**src/rtl/serial_adder_pkg.sv**
```systemverilog
// serial_adder_pkg: shared FSM state type and counter sizing for the serial adder
package serial_adder_pkg;
  typedef enum logic [1:0] {IDLE, SHIFT, DONE} sa_state_t;
  function automatic int cnt_w(input int w);
    return (w < 2) ? 1 : $clog2(w);
  endfunction
endpackage

```
**src/rtl/serial_fa_cell.sv**
```systemverilog
// serial_fa_cell: combinational full adder from two half adders plus an OR
module serial_fa_cell (
  input  logic a,
  input  logic b,
  input  logic ci,
  output logic s,
  output logic co
);
  logic s1, c1, c2;
  assign s1 = a ^ b;
  assign c1 = a & b;
  assign s  = s1 ^ ci;
  assign c2 = s1 & ci;
  assign co = c1 | c2;
endmodule

```
**src/rtl/serial_adder_fsm.sv**
```systemverilog
// serial_adder_fsm: LSB-first bit-serial adder with valid/ready operand and result handshakes
// Optional SERIAL_ADDER_OVF_EN adds a registered two's-complement overflow output.
module serial_adder_fsm
  import serial_adder_pkg::*;
#(
  parameter int WIDTH = 8
) (
  input  logic             clk,
  input  logic             rst_n,
  input  logic             in_valid,
  output logic             in_ready,
  input  logic [WIDTH-1:0] a,
  input  logic [WIDTH-1:0] b,
  input  logic             cin,
  output logic             out_valid,
  input  logic             out_ready,
  output logic [WIDTH-1:0] sum,
  output logic             cout,
`ifdef SERIAL_ADDER_OVF_EN
  output logic             ovf,
`endif
  output logic             busy
);
  localparam int CW = cnt_w(WIDTH);
  sa_state_t        state;
  logic [WIDTH-1:0] a_sr, b_sr;
  logic [CW-1:0]    cnt;
  logic             carry, s, co, last;
  serial_fa_cell u_fa (.a(a_sr[0]), .b(b_sr[0]), .ci(carry), .s(s), .co(co));
  assign in_ready = state == IDLE;
  assign busy     = state != IDLE;
  assign last     = cnt == CW'(WIDTH - 1);
  // sum doubles as the result shift register; it only moves during SHIFT
  always_ff @(posedge clk or negedge rst_n) begin
    if (!rst_n) begin
      state     <= IDLE;
      a_sr      <= '0;
      b_sr      <= '0;
      sum       <= '0;
      carry     <= 1'b0;
      cnt       <= '0;
      cout      <= 1'b0;
      out_valid <= 1'b0;
`ifdef SERIAL_ADDER_OVF_EN
      ovf       <= 1'b0;
`endif
    end else begin
      case (state)
        IDLE: if (in_valid) begin
          a_sr  <= a;
          b_sr  <= b;
          carry <= cin;
          cnt   <= '0;
          state <= SHIFT;
        end
        SHIFT: begin
          a_sr  <= a_sr >> 1;
          b_sr  <= b_sr >> 1;
          sum   <= {s, sum[WIDTH-1:1]};
          carry <= co;
          cnt   <= last ? cnt : cnt + 1'b1;
          if (last) begin
            state     <= DONE;
            out_valid <= 1'b1;
            cout      <= co;
`ifdef SERIAL_ADDER_OVF_EN
            ovf       <= carry ^ co;
`endif
          end
        end
        DONE: if (out_ready) begin
          state     <= IDLE;
          out_valid <= 1'b0;
        end
        default: state <= IDLE;
      endcase
    end
  end
endmodule

```
**config.mk**
```make
export PLATFORM = sky130hd
export DESIGN_NAME = serial_adder_fsm
export DESIGN_NICKNAME = d
export VERILOG_FILES = /design/src/rtl/serial_adder_pkg.sv /design/src/rtl/serial_fa_cell.sv /design/src/rtl/serial_adder_fsm.sv
export SDC_FILE = /design/constraint.sdc
export NUM_CORES = 1
export LEC_CHECK = 0
export CORE_ASPECT_RATIO = 1.2
export CORE_MARGIN = 2
export CORE_UTILIZATION = 40
export DETAILED_ROUTE_END_ITERATION = 10
export PLACE_DENSITY = 0.62
export SLEW_MARGIN = 10
export SYNTH_ARGS = -nofsm -noshare
export SYNTH_HDL_FRONTEND = slang
export SYNTH_SLANG_ARGS = --single-unit
```
**constraint.sdc**
```tcl
create_clock -name clk -period 2.7 [get_ports clk]
set_clock_uncertainty 0.15 [all_clocks]
set_input_delay 0.54 -clock clk [delete_from_list [all_inputs] [get_ports clk]]
set_output_delay 0.54 -clock clk [all_outputs]
set_load 0.005 [all_outputs]
```
== Yosys cells after proc, flatten, opt, wreduce, memory -nomap -nowiden ==
Cells that the tools add are included.

* Output and inout port bits: 12
* Logic and storage cells: 46
* Register bits: 32

* Reductions and logical operators: 9
* Equal/unequal tests: 7
* Bitwise gates (word level): 5
* Muxes and demuxes: 16
* $add $sub $neg: 1

{| class="wikitable"
|+ Operators by type and width
! operator !! number
|-
| 8-bit one-hot mux with 2 select lines || 2
|-
| 8-bit 2-to-1 mux || 2
|-
| 3-bit AND reduction || 3
|-
| 2-bit inequality test (second input constant) || 4
|-
| 2-bit 2-to-1 mux || 3
|-
| 3-bit 2-to-1 mux || 2
|-
| 2-bit one-hot mux with 3 select lines || 1
|-
| 3-bit one-hot mux with 2 select lines || 1
|-
| 2-bit nonzero test || 3
|-
| 1-bit one-hot mux with 2 select lines || 2
|-
| 2-bit AND reduction || 2
|-
| 3-bit by 1-bit adder with 3-bit output (second input constant) || 1
|-
| 3-bit equality test (second input constant) || 1
|-
| 1-bit 2-to-1 mux || 3
|-
| 1-bit AND || 2
|-
| 2-bit by 1-bit equality test with 1-bit output (second input constant) || 1
|-
| 2-bit equality test (second input constant) || 1
|-
| 2-bit zero test || 1
|-
| 1-bit XOR || 2
|-
| 1-bit bitwise OR || 1
|}

== Longest topological paths before layout ==
Gate-level depths: netlist of the first run.

* Depth after elaboration: 4
* Mapped depth: 5

== Hierarchy ==
From an unflattened synthesis of the first run, not the netlist that was laid out.

* Cells, all modules: 118
* Area total of the unflattened synthesis: 1575.3 um^2

{| class="wikitable"
|+ By module, submodules not included
! module !! times used !! sequential area each (um^2) !! cells an instance !! area an instance (um^2)
|-
| serial_adder_fsm || 1 || 800.8 || 117 || 1555.2
|-
| serial_fa_cell || 1 || 0.0 || 1 || 20.0
|}

== Worst setup path after synthesis of the first run ==
Ideal clock, no wire load.

* Kind: flip-flop to output port
* Start: register state[1]
* End: output busy
* Setup slack: 1123 ps
* Arrival time: 887 ps
* Stages on the path, launching flop included: 5
* Required time: 2010 ps
* Buffers on the path: 2
* Cell sequence: dfrtp_1 -> buf_6 -> buf_4 -> nor2_4 -> inv_1

* Cells in the longest elaborated chain, start to end: 1

{| class="wikitable"
|+ Ends and longest elaborated chain
! what !! RTL line !! text
|-
| start: declaration || serial_adder_fsm.sv:25 || <nowiki>sa_state_t state;</nowiki>
|-
| start signal: assignment || serial_adder_fsm.sv:36 || <nowiki>state <= IDLE;</nowiki>
|-
| start signal: assignment || serial_adder_fsm.sv:54 || <nowiki>state <= SHIFT;</nowiki>
|-
| start signal: assignment || serial_adder_fsm.sv:63 || <nowiki>state <= DONE;</nowiki>
|-
| 2-bit nonzero test || serial_adder_fsm.sv:31 || <nowiki>assign busy = state != IDLE;</nowiki>
|-
| end: declaration || serial_adder_fsm.sv:22 || <nowiki>output logic busy</nowiki>
|}

Every way passes these cells.

== Worst setup path after layout of the first run ==
* Start: register state[1]
* End: output in_ready

* Cells in the longest elaborated chain, start to end: 1

{| class="wikitable"
|+ Ends and longest elaborated chain
! what !! RTL line !! text
|-
| 2-bit zero test || serial_adder_fsm.sv:30 || <nowiki>assign in_ready = state == IDLE;</nowiki>
|-
| end: declaration || serial_adder_fsm.sv:11 || <nowiki>output logic in_ready,</nowiki>
|}

Every way passes these cells.

==> flow_summary.yaml, run 1 <==
outcome:
  status: "finished, final reports clean"
critical_path:
  cp_slowest_cell: "clkdlybuf4s50_1"
  worstPathCellList: "nor2_4, clkdlybuf4s50_1"
  regToRegEndpoint: "sum[7]$_DFFE_PN0P_"
  crit_path_end_kind: "output port"
  arrival_ns: 1.46
  max_stage_delay_ns: 0.56
  crit_fanout: 8
  reg2regPathDepth: 4
  setup.worst_path.start: "state[1]$_DFFE_PN0P_"
  reg2reg_slack_ns: 1.03
  rr_startpoint: "state[0]$_DFFE_PN0P_"
  path_class: "flip-flop to output port"
  critical_path_required_ns: 2.01
  cp_num_buf_inv: 1
  critPathLaunchType: "flip-flop"
  cp_top_family: "buffers and inverters"
die:
  coreArea_mm2: 0.00388
  rows: 25
  dieArea_mm2: 0.00453
  fp.dieH_um: 73.3
  io_pins: 33
  fp.dieW_um: 61.8
  initial_core_util_pct: 41.3
logic_synthesis:
  synth_nets: 160
  synth_cell_types: 29
  synth.top_cell.area_share_pct: 50.0
  synthArstFlopShare_pct: 100
  netlist.top_cell.by_area: "dfrtp_1"
  ys_top_cells_by_area: "dfrtp_1 50%, mux2_1 6.3%, nor4b_1 4.4%"
  synthFlopType: "dfrtp_1"
  synth_seq_cells: 32
  synthCells: 136
  synth-edff-count: 0
  syn_area_per_cell_um2: 11.8
  syn-cell-area_mm2: 0.00160
  ys_warn_count: 0
  yosysSeqAreaShare_pct: 50.0
layout:
  drive_gt1_share_pct: 11.2
  multi_input_area_um2: 656
  syn2layout_area_growth_pct: 28.1
  register_area_um2: 801
  finalNonFillerCells: 223
  final_cell_mix: "32 x dfrtp_1, 32 x clkdlybuf4s50_1, 16 x inv_1"
  final_util_pct: 52.9
  nets: 192
  diodes: 0
  fillers: 382
  stdcell_area_mm2: 0.00205
detailed_routing:
  vias: 1159
  dr.pass1.iters: 4
  wl_per_cell_um: 14.2
  via_per_inst: 5.20
  wl_um: 3170
  drtIter0Drc: 66
  route.detailed.drc: 0
  antenna_left: 0
power:
  powerDensity_mw_per_mm2: 1060
  p_leak_nw: 0.844
  irDropWorstVdd_uv: 351
  fin_total_pwr_mw: 2.18
placed_design:
  hpwl_um: 2180
  placed_cells: 215
  routabilityCongestion: 0.721
  placed_area_mm2: 0.00194
  io_buffers: 32
  preCtsSetupSlack_ns: 0.611
clock_tree:
  h-tree-depth: 2
  holdBufCountCts: 0
  cts_tree: "built"
  worstSkewPairLatency_ns: 0.28
  cts_root_buf: "clkbuf_8"
  cts_setup_buffers: 0
  cts-resized-gates: 0
  cts_buffers: 5
  cts_buffer_depth: 2
  clk_pin_slew_worst_paths_ns: 0.07
  cts_sinks: 32
sta:
  drv_slew: 0
  hold_viol: 0
  setup_viol: 0
  fmax_mhz: 465
  finalCritPeriodShare_pct: 79.6
  period_needed_ns: 2.15
  whs_ns: 0.342
  worst_slack_ns: 0.550
  maxSlewHeadroom_pct: 73.0
  fin_tns_setup_ns: 0
  tightest_slew_ns: 0.404
  grt_setup_unrepaired: "false"
global_routing:
  grt_pass1_wl_um: 5110
  grt_pass1_vias: 1146
  grt_overflow_total: 0
  grt_max_degree: 36
  antenna_found_initial: 0
  grt_usage_pct: 15.6
worst_hold_path:
  holdCritPathClass: "flip-flop to flip-flop"
  holdCritStartpoint: "sum[0]$_DFFE_PN0P_"
  min_to: "sum[0]$_DFFE_PN0P_"
  min_path_cells: 1
flow_run:
  cap_violations: 0
## synth_stat cells, types with 2 or more instances
cell / number
mux2_1: 9
a32o_1: 2
nand2b_1: 6
nand3_1: 3
nor4b_1: 8
nor3b_1: 8
nand2_1: 2
buf_2: 6
dfrtp_1: 32
a211oi_1: 8
or4b_1: 3
a21oi_1: 2
o221a_2: 3
ha_1: 2
nor2b_1: 5
a222oi_1: 4
o221ai_1: 3
buf_6: 4
inv_1: 16
## flip-flops by register name (all words and copies together), names as in the netlist
name       flops
sum            8
b_sr           8
cnt            3
carry          1
state          2
out_valid      1
a_sr           8
cout           1
## per-layer routing
| metal | share of wire [%] | vias up | track usage [%] |
|---|---|---|---|
| met4 | 1.8 | 0 | 7.57 |
| met3 | 4.0 | 6 | 4.23 |
| met5 | 0 | - | 0 |
| met2 | 51 | 27 | 25.7 |
| li1 | - | 559 | - |
| met1 | 43 | 567 | 18.1 |
## how the worst max path moves through the flow
stage / end / slack [ns] / cells after the start
after CTS: in_ready / 0.54 / 2
after floorplan: busy / 1.12 / 4
final: in_ready / 0.55 / 2
after detailed placement: carry$_DFFE_PN0P_ / 0.61 / 4
after global routing: in_ready / 0.49 / 2
after global placement: carry$_DFFE_PN0P_ / 0.65 / 4
## logic make-up after synthesis
kind of cell | after synthesis | share of synthesized area [%]
compound gates | 26 | 14.5
fa+ha+maj | 3 | 2.81
flops | 32 | 50.0
buf+inv | 28 | 9.13
simple gates | 38 | 17.3
mux | 9 | 6.32
## where the power goes
group / total [mW] / leakage, nW / internal, mW / switching [mW]
clock: 0.454 / 0.0541 / 0.273 / 0.182
combinational: 0.901 / 0.419 / 0.497 / 0.404
sequential: 0.827 / 0.371 / 0.702 / 0.124
total: 2.18 / 0.844 / 1.47 / 0.710
## area by class of cell
type,count,share of cell area (%)
Inverter,16,2.93
Clock buffer,5,3.35
Sequential cell,32,39.0
Clock inverter,3,2.07
Tap cell,54,3.29
Timing Repair Buffer,37,17.4
Multi-Input combinational cell,76,31.9
(Power assumes the default switching activity.)
==> run 2, diff against run 1 <==
Clock period 2.7 ns to 2.14 ns, I/O delays scaled along.
==> flow_summary.yaml, run 2 (synthesis gave the netlist of run 1 again) <==
clock_tree:
  cts-resized-gates: 0
  cts_buffer_depth: 2
  holdBufCountCts: 0
  cts_buffers: 5
  cts_setup_buffers: 0
  cts_sinks: 32
  cts_tree: "built"
  cts_root_buf: "clkbuf_8"
  clk_pin_slew_worst_paths_ns: 0.06
  h-tree-depth: 2
  worstSkewPairLatency_ns: 0.28
critical_path:
  crit_path_end_kind: "output port"
  cp_top_family: "buffers and inverters"
  critPathLaunchType: "flip-flop"
  critical_path_required_ns: 1.56
  path_class: "flip-flop to output port"
  cp_num_buf_inv: 1
  max_stage_delay_ns: 0.54
  worstPathCellList: "nor2_4, clkdlybuf4s50_1"
  crit_fanout: 8
  arrival_ns: 1.45
  cp_slowest_cell: "clkdlybuf4s50_1"
die:
  fp.dieH_um: 73.3
  dieArea_mm2: 0.00453
  io_pins: 33
  coreArea_mm2: 0.00388
  rows: 25
  initial_core_util_pct: 41.3
  fp.dieW_um: 61.8
layout:
  drive_gt1_share_pct: 10.1
  final_cell_mix: "32 x dfrtp_1, 32 x clkdlybuf4s50_1, 16 x inv_1"
  final_util_pct: 52.4
  syn2layout_area_growth_pct: 26.8
  diodes: 0
  nets: 192
  reg_top3: "a_sr: 8 flops, b_sr: 8 flops, sum: 8 flops"
power:
  powerDensity_mw_per_mm2: 1300
  irDropWorstVdd_uv: 490
  p_leak_nw: 0.836
worst_hold_path:
  holdCritPathClass: "flip-flop to flip-flop"
global_routing:
  grt_max_degree: 36
  grt_use_met3_pct: 4.75
  grt_pass1_wl_um: 5600
  grt_usage_pct: 16.6
  use_met1_pct: 21.7
  grt_most_used_layer: "met2"
  grt_overflow_total: 0
  grt_pass1_vias: 1185
  use_met2_pct: 26.4
  antenna_found_initial: 0
detailed_routing:
  antenna_left: 0
  wl_um: 3220
  dr.pass1.iters: 4
  drtIter0Drc: 23
  vias: 1158
  route.detailed.drc: 0
  via_per_inst: 5.19
  wl_per_cell_um: 14.5
outcome:
  status: "finished, final reports clean"
placed_design:
  routabilityCongestion: 0.714
  io_buffers: 32
  hpwl_um: 2290
sta:
  grt_setup_unrepaired: "false"
  fin_tns_setup_ns: 0
  tightest_slew_ns: 0.405
  maxSlewHeadroom_pct: 73.0
  drv_slew: 0
  hold_viol: 0
  whs_ns: 0.337
  finalCritPeriodShare_pct: 94.8
  setup_viol: 0
  period_needed_ns: 2.03
  fmax_mhz: 493
flow_run:
  cap_violations: 0
[run 2: report_power, final]
group / internal (mW) / switching (mW)
Combinational: 0.627 / 0.508
Sequential: 0.887 / 0.161
Clock: 0.262 / 0.203
Total: 1.78 / 0.872
[run 2: through the flow]
step	area, um^2	worst slack [ns]	instances	total power [mW]
2_1_floorplan	1600	0.639	136	1.82
3_3_place_gp	1940	0.300	215	2.16
3_5_place_dp	1940	0.254	215	2.22
4_1_cts	2030	0.0898	223	2.69
5_1_grt	2030	0.0300	223	2.89
6_report	2030	0.111	223	2.65
[run 2: routing by layer]
| metal | wire length (um) | part of all wire, % |
|---|---|---|
| met1 | 1390 | 43 |
| met3 | 133 | 4.1 |
| met4 | 48 | 1.5 |
| met2 | 1650 | 51 |
| met5 | 0 | 0 |
[run 2: final timing paths]
| path | start | to | slack, ns | cells after the start |
|---|---|---|---|---|
| min | sum[0]$_DFFE_PN0P_ | sum[0]$_DFFE_PN0P_ | 0.34 | 1 |
| min in group asynchronous | rst_n | cnt[0]$_DFFE_PN0P_ | 0.39 | 2 |
| max | state[1]$_DFFE_PN0P_ | in_ready | 0.11 | 2 |
| max in group asynchronous | rst_n | a_sr[5]$_DFFE_PN0P_ | 1.15 | 2 |
| max reg2reg | state[0]$_DFFE_PN0P_ | sum[7]$_DFFE_PN0P_ | 0.40 | 4 |
| min reg2reg | sum[0]$_DFFE_PN0P_ | sum[0]$_DFFE_PN0P_ | 0.34 | 1 |
[run 2: cell type report]
type | count | area (um^2)
timing repair buffer | 37 | 358
multi-input combinational | 76 | 656
clock buffer | 8 | 90.1
inverter | 16 | 60.1
fill | 387 | 1850
tap | 54 | 67.6
sequential | 32 | 801
[run 2: worst reg2reg max path, stage by stage (launching register included)]
cell and delay, ns:
dfrtp_1 0.39, buf_4 0.33, nor2b_1 0.24, buf_4 0.19, mux2_1 0.32
==> run 3, diff against run 2 <==
Settings changed: CTS_BUF_LIST from default to sky130_fd_sc_hd__clkbuf_8, PLACE_DENSITY 0.62 to 0.64.
Clock period 2.14 ns to 1.7 ns, I/O delays scaled along.
==> flow_summary.yaml, run 3 (synthesis gave the netlist of run 1 again) <==
layout:
  diodes: 0
  drive_gt1_share_pct: 15.3
  final_cell_mix: "32 x dfrtp_1, 30 x clkdlybuf4s50_1, 16 x inv_1"
  syn2layout_area_growth_pct: 32.6
  reg_top3: "a_sr: 8 flops, b_sr: 8 flops, sum: 8 flops"
  finalNonFillerCells: 230
  stdcell_area_mm2: 0.00213
  nets: 199
  fillers: 380
  mostFrequentLayoutCell: "dfrtp_1"
critical_path:
  regToRegEndpoint: "cout$_DFFE_PN0P_"
  cp_slowest_cell: "clkdlybuf4s50_1"
  crit_path_end_kind: "output port"
  reg2reg_slack_ns: 0.11
  path_class: "flip-flop to output port"
  cp_top_family: "buffers and inverters"
  max_stage_delay_ns: 0.51
  crit_fanout: 3
  worstPathCellList: "clkdlybuf4s50_1"
  setup.worst_path.start: "sum[3]$_DFFE_PN0P_"
  critPathLaunchType: "flip-flop"
  reg2regPathDepth: 4
  cp_num_buf_inv: 1
  critical_path_required_ns: 1.21
  arrival_ns: 1.15
  rr_startpoint: "cnt[0]$_DFFE_PN0P_"
  endpoint: "sum[3]"
  crit_cells: 1
detailed_routing:
  antenna_left: 0
  wl_per_cell_um: 14.6
  route.detailed.drc: 0
  drtIter0Drc: 51
  vias: 1192
  dr.pass1.iters: 4
  wl_um: 3360
  via_per_inst: 5.18
power:
  switchingPower_mw: 1.15
  powerDensity_mw_per_mm2: 1630
  irDropWorstVdd_uv: 737
  p_clk_share_pct: 17.0
  internal_power_mw: 2.32
  seqPwrFrac_pct: 38.4
  p_leak_nw: 0.889
  comb_power_share_pct: 44.6
  netSwitchingFraction_pct: 33.1
clock_tree:
  holdBufCountCts: 0
  h-tree-depth: 2
  cts_buffers: 5
  worstSkewPairLatency_ns: 0.27
  cts_root_buf: "clkbuf_8"
  clk_pin_slew_worst_paths_ns: 0.07
  cts_tree: "built"
  cts_buffer_depth: 2
  cts_sinks: 32
global_routing:
  grt_pass1_wl_um: 5630
  antenna_found_initial: 0
  grt_most_used_layer: "met2"
  use_met2_pct: 29.5
  grt_overflow_total: 0
  grt_use_met3_pct: 3.87
  use_met1_pct: 19.8
  grt_usage_pct: 17.1
  grt_max_degree: 36
  grt_pass1_vias: 1222
sta:
  setup_viol: 0
  hold_viol: 0
  fin_tns_setup_ns: 0
  whs_ns: 0.276
  tightest_slew_ns: 0.381
  fmax_mhz: 609
  worst_slack_ns: 0.0569
  drv_slew: 0
  period_needed_ns: 1.64
  maxSlewHeadroom_pct: 74.2
  finalCritPeriodShare_pct: 96.7
placed_design:
  hpwl_um: 2440
  io_buffers: 32
  placed_area_mm2: 0.00201
  preCtsSetupSlack_ns: -0.133
  routabilityCongestion: 0.697
  placed_cells: 219
die:
  initial_core_util_pct: 41.3
  dieArea_mm2: 0.00453
  rows: 25
  fp.dieH_um: 73.3
  coreArea_mm2: 0.00388
  fp.dieW_um: 61.8
  io_pins: 33
worst_hold_path:
  holdCritPathClass: "primary input to async pin"
flow_run:
  cap_violations: 0
outcome:
  status: "finished, final reports clean"
[run 3: cell count changes in the layout (fill, tap and decap cells not counted)]
cell,delta
buf_4,+4
buf_12,+3
clkbuf_1,-2
clkdlybuf4s50_1,-2
clkinv_2,+2
clkdlybuf4s15_1,+1
dlygate4sd2_1,+1
ha_1,-1
ha_2,+1
[run 3: area by class of cell]
type | count | area (um^2) | share of cell area, %
Inverter | 16 | 60.1 | 2.83
Multi-Input combinational cell | 76 | 658 | 31.0
Clock inverter | 2 | 10.0 | 0.471
Clock buffer | 6 | 82.6 | 3.88
Sequential cell | 32 | 801 | 37.7
Timing Repair Buffer | 44 | 447 | 21.0
Tap cell | 54 | 67.6 | 3.18
[run 3: worst min path at each step]
stage,to,cells after the start,slack (ns)
after global routing,b_sr[7]$_DFFE_PN0P_,2,0.28
final,b_sr[0]$_DFFE_PN0P_,2,0.28
after floorplan,a_sr[0]$_DFFE_PN0P_,0,-0.11
after global placement,sum[0]$_DFFE_PN0P_,1,0.32
after CTS,a_sr[0]$_DFFE_PN0P_,2,0.28
after detailed placement,sum[0]$_DFFE_PN0P_,1,0.33
[run 3: per-layer routing]
metal / share of wire, % / vias to the layer above
met5: 0 / -
met3: 4.1 / 4
li1: - / 570
met1: 40 / 587
met2: 54 / 31
met4: 1.5 / 0
[run 3: stage by stage]
stage	power, mW	utilization, %
after floorplan	2.29	-
after global placement	2.79	51.8
after detailed placement	2.89	51.8
after CTS	3.50	54.4
after global routing	3.77	54.8
final	3.47	54.8
[run 3: power by group through the flow]
stage          registers, mW  clock network [mW]  logic [mW]
2_1_floorplan           1.30                   0       0.995
3_3_place_gp            1.33                   0        1.46
3_5_place_dp            1.35                   0        1.54
4_1_cts                 1.34               0.606        1.55
5_1_grt                 1.38               0.647        1.74
6_report                1.33               0.591        1.55
[run 3: timing repair]
action                     in CTS  in global routing
setup endpoints to repair       2                  3
resized for setup               3                  1
setup buffers                   1                  2
pin swaps                       1                  2
==> variant 1 (config.mk and constraints of run 3) <==
The option `SERIAL_ADDER_OVF_EN` is turned on by a define.
--- a/src/rtl/serial_adder_fsm.sv
+++ b/src/rtl/serial_adder_fsm.sv
@@ -1,4 +1,6 @@
 // serial_adder_fsm: LSB-first bit-serial adder with valid/ready operand and result handshakes
 // Optional SERIAL_ADDER_OVF_EN adds a registered two's-complement overflow output.
+`define SERIAL_ADDER_OVF_EN
+
 module serial_adder_fsm
   import serial_adder_pkg::*;
Check against the original RTL (old outputs only; new: ovf): equivalent (Yosys induction, for registers that start in step).
==> variant 1 against run 3 <==
  * Sequential cell count grew 1
  * Cell area is 4.6% higher
  * Total power is 4.4% higher
  * Worst hold slack gained 0.0058 ns
  * Highest routed layer unchanged
  * Wire length grew 7.4%
  * Worst setup slack got worse by 0.012 ns
  * Area after synthesis increased by 3.1%
  * Largest power group unchanged
  * Sequential share of layout area shrank 0.47 points
==> variant 1: results (changes against run 3) <==
[worst_hold_path]
hp-class=input pin to asynchronous set/reset pin

[clock_tree]
clk_latency_ns=0.28
cts_buffer_depth=2  ; unchanged
cts_resized=3  ; unchanged
cts-root-buf=clkbuf_8
h-tree-depth=2  ; unchanged
cts_setup_buffers=2  ; +1
clk_transition_reported_paths_ns=0.07  ; about the same
cts_buffers=5  ; unchanged

[routing]
vias=1251  ; +4.9%
firstDrtPassIters=7  ; +3
dr.first_iter.drc_count=47  ; -7.8%
finalWirelength_um=3604  ; +7.4%

[global_routing]
antenna_found_initial=0  ; unchanged
met1_usage_pct=19.13  ; -0.67 points
grtUsageMet2_pct=31.42  ; +1.9 points
grtUsageTotal_pct=17.00  ; -0.073 points
grtUsageMet3_pct=3.328  ; -0.54 points
grt_max_degree=34  ; -5.6%
grt_pass1_vias=1378  ; +13%
grt_pass1_wl_um=6161  ; +9.4%

[pwr]
ir_drop_v=0.0007845  ; +6.4%
p_switching_w=0.001220  ; +6.1%
pg_clk_w=0.000562  ; -4.9%
intPower_w=0.002401  ; +3.5%
pwr-share-comb_pct=46.7  ; +2.1 points
leakage_nw=0.9310  ; +4.7%

[placed_design]
gp_congestion=0.7284  ; +4.6%
io_buffer_count=33  ; +3.1%
placedInstanceArea_um2=2112  ; +5.1%
dp_hpwl_um=2671  ; +9.6%

[critical_path]
arrival_ns=1.67  ; +0.52 ns
critPathLaunch=state[0]
rrSetupSlack_ns=0.04  ; -0.07 ns
critical_path.max_fanout=24  ; +21
crit_end=a_sr[5]
reg2regPathDepth=5  ; +1

[synth]
synth_cell_type_count=31  ; +6.9%
seq_area_frac_synth_pct=49.96  ; about the same
async_flop_share_pct=100.0  ; unchanged
syn-num-nets=163  ; +1.9%
synth_most_common_cell=dfrtp_1
synth_commonest_cells=dfrtp_1, inv_1, mux2_1
yosysWarnings=0  ; unchanged
yosys-top-cells-area=dfrtp_1, mux2_1, nor4b_1

[finish]
reg_top3=a_sr: 8 flops, b_sr: 8 flops, sum: 8 flops
antennaDiodeCount=0  ; unchanged
fin_nets=206  ; +3.5%
drive_gt1_share_pct=18.03  ; +2.7 points
fillers=358  ; -5.8%

[status]
status=completed

[timing]
worst_slew_pin_slew_ns=0.3193  ; -0.06207 ns

==> variant 1: cell types whose count changed after synthesis, sizes merged <==
cell,change
dfrtp,+1
mux2,+1
xor2,+1
==> variant 1: routing by layer <==
metal,wire length [um],vias to the layer above
li1,-,593
met1,1436,617
met2,1962,31
met3,123,10
met4,82,0
met5,0,-
==> variant 1: worst max-delay path, cell delays in order, from the launching register on <==
cell and delay, ns:
dfrtp_2 0.42, buf_4 0.15, buf_12 0.15, nor2b_1 0.14, buf_4 0.17, a222oi_1 0.36
==> variant 1: layout make-up <==
| class | count | area share, % |
|---|---|---|
| well taps | 54 | 3.039 |
| clock buffers | 5 | 3.095 |
| repair buffers | 48 | 22.23 |
| multi-input cells | 78 | 31.12 |
| inverters | 16 | 2.701 |
| flip-flops and latches | 33 | 37.20 |
| clock inverters | 3 | 0.6190 |
==> variant 1: cells by family (layout without fill, tap and decap cells) <==
group                      Yosys count  in the layout  share of synthesized area, %
and+or+nand+nor                     38             38                         16.73
buffers and inverters               28             72                         8.857
adders and majority gates            3              3                         2.725
DFF                                 33             33                         49.96
AOI/OAI and AO/OA                   26             26                         14.38
xor gates and xnor gates             1              1                        0.5300
muxes                               10             10                         6.813
==> variant 1: stage by stage <==
| stage | hold slack (ns) | utilization, % | setup WS, ns | std cells | TNS (ns) |
|---|---|---|---|---|---|
| after floorplan | -0.1056 | - | 0.1350 | 139 | 0 |
| after global placement | 0.3225 | 53.59 | -0.08374 | 227 | -1.026 |
| after detailed placement | 0.3315 | 53.59 | -0.1871 | 227 | -2.061 |
| after CTS | 0.2868 | 56.03 | 0.01716 | 237 | 0 |
| after global routing | 0.2968 | 56.41 | 0.001416 | 237 | 0 |
| final | 0.2819 | 56.41 | 0.04457 | 237 | 0 |
==> variant 2 (config.mk and constraints of run 3) <==
Made on the original files. The 3 states of `sa_state_t` get a one-hot encoding in 3 bits.
--- a/src/rtl/serial_adder_pkg.sv
+++ b/src/rtl/serial_adder_pkg.sv
@@ -1,5 +1,5 @@
 // serial_adder_pkg: shared FSM state type and counter sizing for the serial adder
 package serial_adder_pkg;
-  typedef enum logic [1:0] {IDLE, SHIFT, DONE} sa_state_t;
+  typedef enum logic [2:0] {IDLE = 3'b001, SHIFT = 3'b010, DONE = 3'b100} sa_state_t;
   function automatic int cnt_w(input int w);
     return (w < 2) ? 1 : $clog2(w);
Behaviour: same outputs for any inputs over 10 cycles, from zero or initial values and one cycle with rst_n low; not proved beyond that.
==> variant 2 against run 3 <==
  * The flow now finishes with violations (setup timing)
  * Total power rose by 18%
  * Worst setup slack worse by 0.19 ns
  * Sequential cell count up 1
  * Final cell count is 1.7% lower
  * First-iteration DRC count up 14%
  * Cell area rose by 16%
  * Area after synthesis rose by 4.4%
  * Wire length down 3.5%
  * Critical path type is now register to register
  * Largest cell class is now multi-input gates
  * Largest power group unchanged
  * Highest routed layer unchanged
==> variant 2: results (changes against run 3) <==
[status]
status=complete, but fails checks
violations=setup timing

[finish]
drive_gt1_share_pct=46.51  ; +31 points
fin_nets=195  ; -2.0%
fillers=327  ; -14%

[synth]
yosys-top-cells-area=dfrtp_1, mux2_2, mux2_4
avgSynthCellArea_um2=14.19  ; +20%
synth_cell_type_count=27  ; -6.9%
seq_area_frac_synth_pct=49.40  ; -0.56 points
synth_commonest_cells=dfrtp_1, mux2_2, mux2_4
syn-num-nets=142  ; -11%

[placed_design]
io_buffer_count=32  ; unchanged
dp.cells=210  ; -4.1%
dp_hpwl_um=2088  ; -14%
gp_congestion=0.6979  ; +0.20%

[routing]
vias=1074  ; -9.9%
dr.first_iter.drc_count=58  ; +14%
finalWirelength_um=3238  ; -3.5%
wl_per_cell_um=14.33  ; -1.8%

[clock_tree]
cts_buffers=5  ; unchanged

[timing]
timing.setup.tns_ns=-1.715  ; -1.715 ns
relSlewSlack_pct=86.00  ; +12 points
worst_slack_ns=-0.1291  ; -0.1860 ns
setup_viol=18  ; +18

[global_routing]
grt_max_degree=34  ; -5.6%
grtUsageTotal_pct=13.59  ; -3.5 points
grt_pass1_wl_um=4871  ; -13%

[pwr]
intPower_w=0.002888  ; +24%
p_seq_share_pct=33.6  ; -4.8 points
leakage_nw=1.124  ; +26%
ir_drop_v=0.0007562  ; +2.6%

[critical_path]
critical_path.max_fanout=5  ; +2
arrival_ns=1.84  ; +0.69 ns

## variant 2: changes by cell type after synthesis, sizes merged, moves of 4 or more
cell,delta
a211oi,-8
a222oi,-4
buf,-4
inv,-12
mux2,+30
mux2i,+4
nand2b,-4
nor2b,-4
nor3b,-6
nor4b,-8
## variant 2: cell families (layout without fill, tap and decap cells)
logic type / after synthesis / count (layout) / share of synthesized area [%]
muxes: 43 / 43 / 30.64
AOI/OAI and AO/OA: 10 / 10 / 3.962
and+or+nand+nor: 18 / 18 / 8.072
buffers and inverters: 11 / 65 / 5.231
DFF: 33 / 33 / 49.40
adders and majority gates: 3 / 3 / 2.690
## variant 2: final timing paths
kind	end	startpoint	slack, ns	cells after the start
min	b_sr[2]	rst_n	0.27	2
max reg2reg	b_sr[0]	state[0]	-0.13	6
max in group asynchronous	state[0]	rst_n	0.89	2
min reg2reg	b_sr[1]	b_sr[1]	0.36	1
min in group clk	b_sr[1]	b_sr[1]	0.36	1
max	b_sr[0]	state[0]	-0.13	6
## variant 2: power by group through the flow
| stage | combinational [W] | sequential, W | clock (W) |
|---|---|---|---|
| 6_report | 0.00217 | 0.00138 | 0.000556 |
| 5_1_grt | 0.00233 | 0.00143 | 0.000598 |
| 4_1_cts | 0.00177 | 0.00136 | 0.000570 |
| 3_5_place_dp | 0.00174 | 0.00137 | 0 |
| 3_3_place_gp | 0.00168 | 0.00135 | 0 |
| 2_1_floorplan | 0.00118 | 0.00133 | 0 |
## variant 2: metrics by stage
stage | cell area [um2] | setup slack (ns) | hold WS (ns)
after global routing | 2459 | -0.1724 | 0.2950
after global placement | 2130 | -0.2030 | 0.3360
after CTS | 2235 | -0.1173 | 0.2696
after floorplan | 1679 | -0.04412 | -0.1056
after detailed placement | 2130 | -0.2289 | 0.3417
final | 2459 | -0.1291 | 0.2657
## variant 2: critical path, stage by stage, from the launching register on
cell and delay (ns):
dfstp_2 0.39, buf_6 0.12, nor3b_4 0.16, buf_6 0.16, clkbuf_16 0.15, mux2_2 0.32
mux2_4 0.26
## variant 2: per-layer routing
layer	part of all wire, %	track usage (%)	wire (um)	vias to the layer above
met5	0	0	0	-
met2	49	24.35	1593	20
met1	46	15.32	1484	532
met4	1.1	5.926	36	0
li1	-	-	-	518
met3	3.8	3.886	124	4
## variant 2: what timing repair did
item,4_1_cts,5_1_grt
gates cloned,0,3
setup buffers,1,4
resized for setup,12,35
pin swaps,0,2
setup endpoints to repair,27,28
## variant 2: final cells by class
class                           instances  share of cell area, %
Inverter                                4                 0.6107
Clock buffer                            5                  2.799
Clock inverter                          3                 0.5598
Tap cell                               54                  2.748
Timing Repair Buffer                   53                  23.00
Multi-Input combinational cell         74                  36.64
Sequential cell                        33                  33.64
